**src/rtl/pattern_tx_pkg.sv**
```systemverilog
// pattern_tx shared types: FSM state enum, default widths, counter sizing.
// Optional parity feature is selected with PATTERN_TX_PARITY_EN.
package pattern_tx_pkg;

  localparam int PAT_W_DEF = 4;
  localparam int CNT_W_DEF = 8;
  localparam int GAP_W_DEF = 4;

  typedef enum logic [1:0] {
    IDLE,
    SHIFT,
    PAR,
    GAP
  } state_t;

  function automatic int bit_cnt_w(input int n);
    return (n < 2) ? 1 : $clog2(n);
  endfunction

endpackage

```
**src/rtl/pattern_tx_shifter.sv**
```systemverilog
// Rotating pattern register with bit counter; flags the last bit of an
// instance and leaves the pattern restored for the next instance.
module pattern_tx_shifter
  import pattern_tx_pkg::*;
#(
  parameter int PAT_W = PAT_W_DEF
) (
  input  logic             clk,
  input  logic             rst_n,
  input  logic             load,
  input  logic             shift,
  input  logic [PAT_W-1:0] pattern,
  output logic             msb,
  output logic             next_bit,
  output logic             last
);

  localparam int BW = bit_cnt_w(PAT_W);

  logic [PAT_W-1:0] sreg;
  logic [BW-1:0]    bcnt;

  // rotate rather than shift: after PAT_W bits the pattern is back in place
  always_ff @(posedge clk or negedge rst_n) begin
    if (!rst_n) begin
      sreg <= '0;
      bcnt <= '0;
    end else if (load) begin
      sreg <= pattern;
      bcnt <= '0;
    end else if (shift) begin
      sreg <= {sreg[PAT_W-2:0], sreg[PAT_W-1]};
      bcnt <= last ? '0 : bcnt + BW'(1);
    end
  end

  assign msb      = sreg[PAT_W-1];
  assign next_bit = sreg[PAT_W-2];
  assign last     = (bcnt == BW'(PAT_W - 1));

endmodule

```
**src/rtl/pattern_tx.sv**
```systemverilog
// Bit-serial pattern transmitter, MSB first, N repeats with idle gaps.
// Define PATTERN_TX_PARITY_EN to append an even-parity bit per instance.
module pattern_tx
  import pattern_tx_pkg::*;
#(
  parameter int PAT_W = PAT_W_DEF,
  parameter int CNT_W = CNT_W_DEF,
  parameter int GAP_W = GAP_W_DEF
) (
  input  logic             clk,
  input  logic             rst_n,
  input  logic             req_valid,
  output logic             req_ready,
  input  logic [PAT_W-1:0] req_pattern,
  input  logic [CNT_W-1:0] req_repeat,
  input  logic [GAP_W-1:0] req_gap,
  output logic             dout,
  output logic             dout_valid,
  output logic             busy,
  output logic             done
);

  state_t           state;
  logic [CNT_W-1:0] rem;
  logic [CNT_W-1:0] rem_dec;
  logic [CNT_W-1:0] eoi_rem;
  logic [GAP_W-1:0] gap_len;
  logic [GAP_W-1:0] gcnt;
  logic             accept;
  logic             shift;
  logic             msb;
  logic             next_bit;
  logic             last;
  logic             eoi;
  logic             eoi_bit;

  assign req_ready = (state == IDLE);
  assign busy      = (state != IDLE);
  assign accept    = req_ready && req_valid;
  assign shift     = (state == SHIFT);
  assign rem_dec   = (rem == '0) ? '0 : rem - CNT_W'(1);

`ifdef PATTERN_TX_PARITY_EN
  logic par;
  assign eoi     = (state == PAR);
  assign eoi_rem = rem;
  assign eoi_bit = msb;
`else
  assign eoi     = shift && last;
  assign eoi_rem = rem_dec;
  assign eoi_bit = next_bit;
`endif

  pattern_tx_shifter #(
    .PAT_W(PAT_W)
  ) u_shifter (
    .clk     (clk),
    .rst_n   (rst_n),
    .load    (accept),
    .shift   (shift),
    .pattern (req_pattern),
    .msb     (msb),
    .next_bit(next_bit),
    .last    (last)
  );

  always_ff @(posedge clk or negedge rst_n) begin
    if (!rst_n) begin
      state      <= IDLE;
      rem        <= '0;
      gap_len    <= '0;
      gcnt       <= '0;
      dout       <= 1'b0;
      dout_valid <= 1'b0;
      done       <= 1'b0;
`ifdef PATTERN_TX_PARITY_EN
      par        <= 1'b0;
`endif
    end else begin
      done       <= 1'b0;
      dout       <= 1'b0;
      dout_valid <= 1'b0;
      case (state)
        IDLE: begin
          if (req_valid) begin
            rem     <= req_repeat;
            gap_len <= req_gap;
`ifdef PATTERN_TX_PARITY_EN
            par     <= ^req_pattern;
`endif
            // zero repeats: one GAP cycle with rem==0 yields the done pulse
            if (req_repeat == '0) begin
              state <= GAP;
            end else begin
              state      <= SHIFT;
              dout       <= req_pattern[PAT_W-1];
              dout_valid <= 1'b1;
            end
          end
        end
        SHIFT: begin
          if (!last) begin
            dout       <= next_bit;
            dout_valid <= 1'b1;
          end else begin
            rem <= rem_dec;
`ifdef PATTERN_TX_PARITY_EN
            state      <= PAR;
            dout       <= par;
            dout_valid <= 1'b1;
`endif
          end
        end
        GAP: begin
          if (rem == '0) begin
            state <= IDLE;
            done  <= 1'b1;
          end else if (gcnt == GAP_W'(1)) begin
            state      <= SHIFT;
            dout       <= msb;
            dout_valid <= 1'b1;
          end else begin
            gcnt <= gcnt - GAP_W'(1);
          end
        end
        default: ;
      endcase
      // end of instance overrides the per-state defaults above
      if (eoi) begin
        if (eoi_rem == '0) begin
          state <= IDLE;
          done  <= 1'b1;
        end else if (gap_len == '0) begin
          state      <= SHIFT;
          dout       <= eoi_bit;
          dout_valid <= 1'b1;
        end else begin
          state <= GAP;
          gcnt  <= gap_len;
        end
      end
    end
  end

endmodule

```
**config.mk**
```make
export PLATFORM = sky130hd
export DESIGN_NAME = pattern_tx
export DESIGN_NICKNAME = d
export VERILOG_FILES = /design/src/rtl/pattern_tx_pkg.sv /design/src/rtl/pattern_tx_shifter.sv /design/src/rtl/pattern_tx.sv
export SDC_FILE = /design/constraint.sdc
export NUM_CORES = 1
export LEC_CHECK = 0
export ABC_CLOCK_PERIOD_IN_PS = 1850
export BUFFER_PORTS_ARGS = -buffer_cell sky130_fd_sc_hd__buf_2
export CAP_MARGIN = 5
export CELL_PAD_IN_SITES_DETAIL_PLACEMENT = 1
export CELL_PAD_IN_SITES_GLOBAL_PLACEMENT = 1
export CORE_ASPECT_RATIO = 0.6
export CORE_UTILIZATION = 39
export DETAILED_ROUTE_END_ITERATION = 6
export PLACE_DENSITY = 0.77
export SLEW_MARGIN = 0
export SYNTH_ARGS = -nofsm -noshare
export SYNTH_HDL_FRONTEND = slang
export SYNTH_HIERARCHICAL = 1
export SYNTH_SLANG_ARGS = --single-unit
```
**constraint.sdc**
```tcl
create_clock -name clk -period 1.85 [get_ports clk]
set_clock_uncertainty 0.2 [all_clocks]
set_input_delay 0.0925 -clock clk [delete_from_list [all_inputs] [get_ports clk]]
set_output_delay 0.0925 -clock clk [all_outputs]
set_load 0.03 [all_outputs]
```
==> results.json <==
{
  "track_usage_pct": 31.3,
  "period_needed_ns": 2.14,
  "worstSetupPathType": "reg -> reg",
  "maxCapViolCount": 0,
  "grt_first_pass_wirelength_mm": 9.84,
  "antenna_found_initial": 0,
  "final_cell_mix": "buf_4 (25), buf_2 (23), dfrtp_1 (22)",
  "rows": 17,
  "required_ns": 1.82,
  "r2r-end": "state[1]",
  "syn_inst": 160,
  "wl_per_cell_um": 26.3,
  "powerDensity_mw_per_mm2": 414,
  "drcViolationCount": 2,
  "worst_path_max_delay_cell": "dfrtp_1",
  "slew_viol_final": 0,
  "crit_path_end_kind": "flip-flop",
  "min_period_over_period_pct": 115,
  "hold_class": "in -> reg",
  "routed_wl_mm": 7.34,
  "firstDrtPassIters": 6,
  "r2r_setup_slack_ns": -0.29,
  "setup_tns_ns": -3.30,
  "hold_violations": 0,
  "clock_latency_ns": 0.28,
  "io_buffers": 23,
  "ys_types": 44,
  "synth-seq-cells": 27,
  "synthFlopType": "dfrtp_1",
  "grt.overflow.total": 0,
  "vias_per_cell": 6.24,
  "irDropWorstVdd_mv": 0.420,
  "die_h_um": 51.1,
  "finalSetupViolations": 17,
  "ys_async_sr_fraction_pct": 100,
  "htreeDepth": 1,
  "grt_setup_unrepaired": "yes",
  "grt_pass1_vias": 1784,
  "total_leakage_power_uw": 0.00102,
  "drt-initial-drc-count": 108,
  "cts_buffer_depth": 2,
  "final_common_cell": "buf_4",
  "gp_congestion": 0.920,
  "holdPathStages": 4,
  "final_net_count": 257,
  "via_count": 1740,
  "max_stage_delay_ns": 0.41,
  "cts-root-buf": "clkbuf_8",
  "reg2reg_from": "rem[0]",
  "clkTransAtPathRegs_ns": 0.10,
  "worst_hold_slack_ns": 0.0818,
  "grt_max_degree": 28,
  "cts_tree": "built",
  "slew-limit-headroom_pct": 58.1,
  "drive_gt1_share_pct": 48.7,
  "core_mm2": 0.00376,
  "fp.dieW_um": 83.8,
  "min_from": "req_repeat[7]",
  "detailed_place_hpwl_mm": 3.79,
  "reg2regPathDepth": 6,
  "yosysWarnings": 6,
  "cp-start-kind": "flip-flop",
  "setup_ws_ns": -0.286,
  "pin_count": 24,
  "failed_checks": "DRC, setup timing",
  "cts.sinks": 27,
  "synthesis.nets": 184,
  "ant_nets": 0,
  "area_growth_syn_to_layout_pct": 55.9,
  "syn_area_mm2": 0.00157,
  "cts-buffers-inserted": 3,
  "dieArea_mm2": 0.00428,
  "worstPathArrival_ns": 2.11,
  "synth_edf_count": 0,
  "fmax_mhz": 468,
  "status": "finished, violations left",
  "cp_num_buf_inv": 1,
  "worst_slew_pin_slew_ns": 0.629,
  "cp_cell_sequence": "inv_2 > ha_4 > nand4b_1 > o21ai_4 > a211oi_4 > o32a_1",
  "antennaDiodeCount": 0,
  "synth-seq-area-share_pct": 43.1,
  "cp_top_family": "compound AO/OA/AOI/OAI gates",
  "synth_area_per_cell_um2": 9.79,
  "start_util_pct": 41.6,
  "cp.depth": 6,
  "dp_slack_ns": -0.221,
  "min_to": "rem[7]",
  "crit_fanout": 5
}
## cell families (layout without fill, tap and decap cells)
kind of cell	after synthesis	count (layout)	synth area share (%)
AO/OA/AOI/OAI	50	50	22.1
AND/OR/NAND/NOR	51	51	17.1
multiplexers	12	12	8.87
flip-flops	27	27	43.1
XOR/XNOR	2	2	1.12
adder cells (fa/ha/maj)	5	5	3.99
buffers and inverters	13	85	3.67
## cell usage after synthesis (all sizes together) (3+ instances only)
library cell / count / area [µm²]
nor2: 18 / 67.6
ha: 5 / 62.6
a21o: 3 / 22.5
mux2i: 7 / 82.6
a211oi: 3 / 35.0
nor3: 5 / 36.3
mux2: 5 / 56.3
a21oi: 14 / 73.8
dfrtp: 27 / 676
o2bb2ai: 6 / 52.6
nand2: 13 / 48.8
nor4: 4 / 25.0
inv: 8 / 30.0
clkbuf: 4 / 16.3
o21ai: 14 / 73.8
## area by class of cell
class / instances / area [µm²]
clock buffers: 4 / 45.0
fillers: 407 / 1320
inverters: 8 / 32.5
multi-input cells: 120 / 1060
flip-flops and latches: 27 / 682
well taps: 47 / 58.8
repair buffers: 73 / 564
## flip-flops by register name (all words and copies together), names as in the netlist
register,flops
dout,1
gcnt,4
done,1
u_shifter/sreg,4
gap_len,4
rem,8
dout_valid,1
u_shifter/bcnt,2
state,2
## layer usage
metal / track usage (%) / up-vias / part of all wire (%)
met5: 0 / - / 0
met4: 10.6 / 0 / 3.3
met3: 6.14 / 28 / 8.3
met2: 53.4 / 109 / 46
met1: 40.4 / 877 / 42
li1: - / 726 / -
## report_power, final
part / internal (µW) / switching (µW)
clock: 155 / 193
combinational: 39.1 / 34.1
sequential: 590 / 0
## metrics by stage
step,instances,utilization [%],instance area [µm²],total power (µW)
final,279,64.9,2440,1010
after CTS,273,60.2,2270,1010
after global placement,247,50.9,1920,639
after floorplan,160,-,1610,606
after global routing,279,64.9,2440,1050
after detailed placement,247,50.9,1920,641
## worst max path at each step
stage          startpoint  endpoint
2_1_floorplan      rem[0]  state[1]
3_3_place_gp       rem[1]    rem[3]
3_5_place_dp       rem[0]      dout
4_1_cts            rem[0]  state[1]
5_1_grt            rem[0]  state[1]
6_report           rem[0]  state[1]
## worst register-to-register path, cell delays in order, from the launching register on
cell,delay (ns)
dfrtp_1,0.41
inv_2,0.11
ha_4,0.29
nand4b_1,0.26
o21ai_4,0.32
a211oi_4,0.13
o32a_1,0.31
## repair_timing
item | CTS | global route
hold buffers | 16 | 0
setup endpoints to repair | 16 | 17
cloned | 0 | 0
gates resized for setup | 22 | 34
buffers inserted | 7 | 7
hold endpoints to repair | 42 | 0
pin swaps | 11 | 27
(Power assumes the default switching activity.)
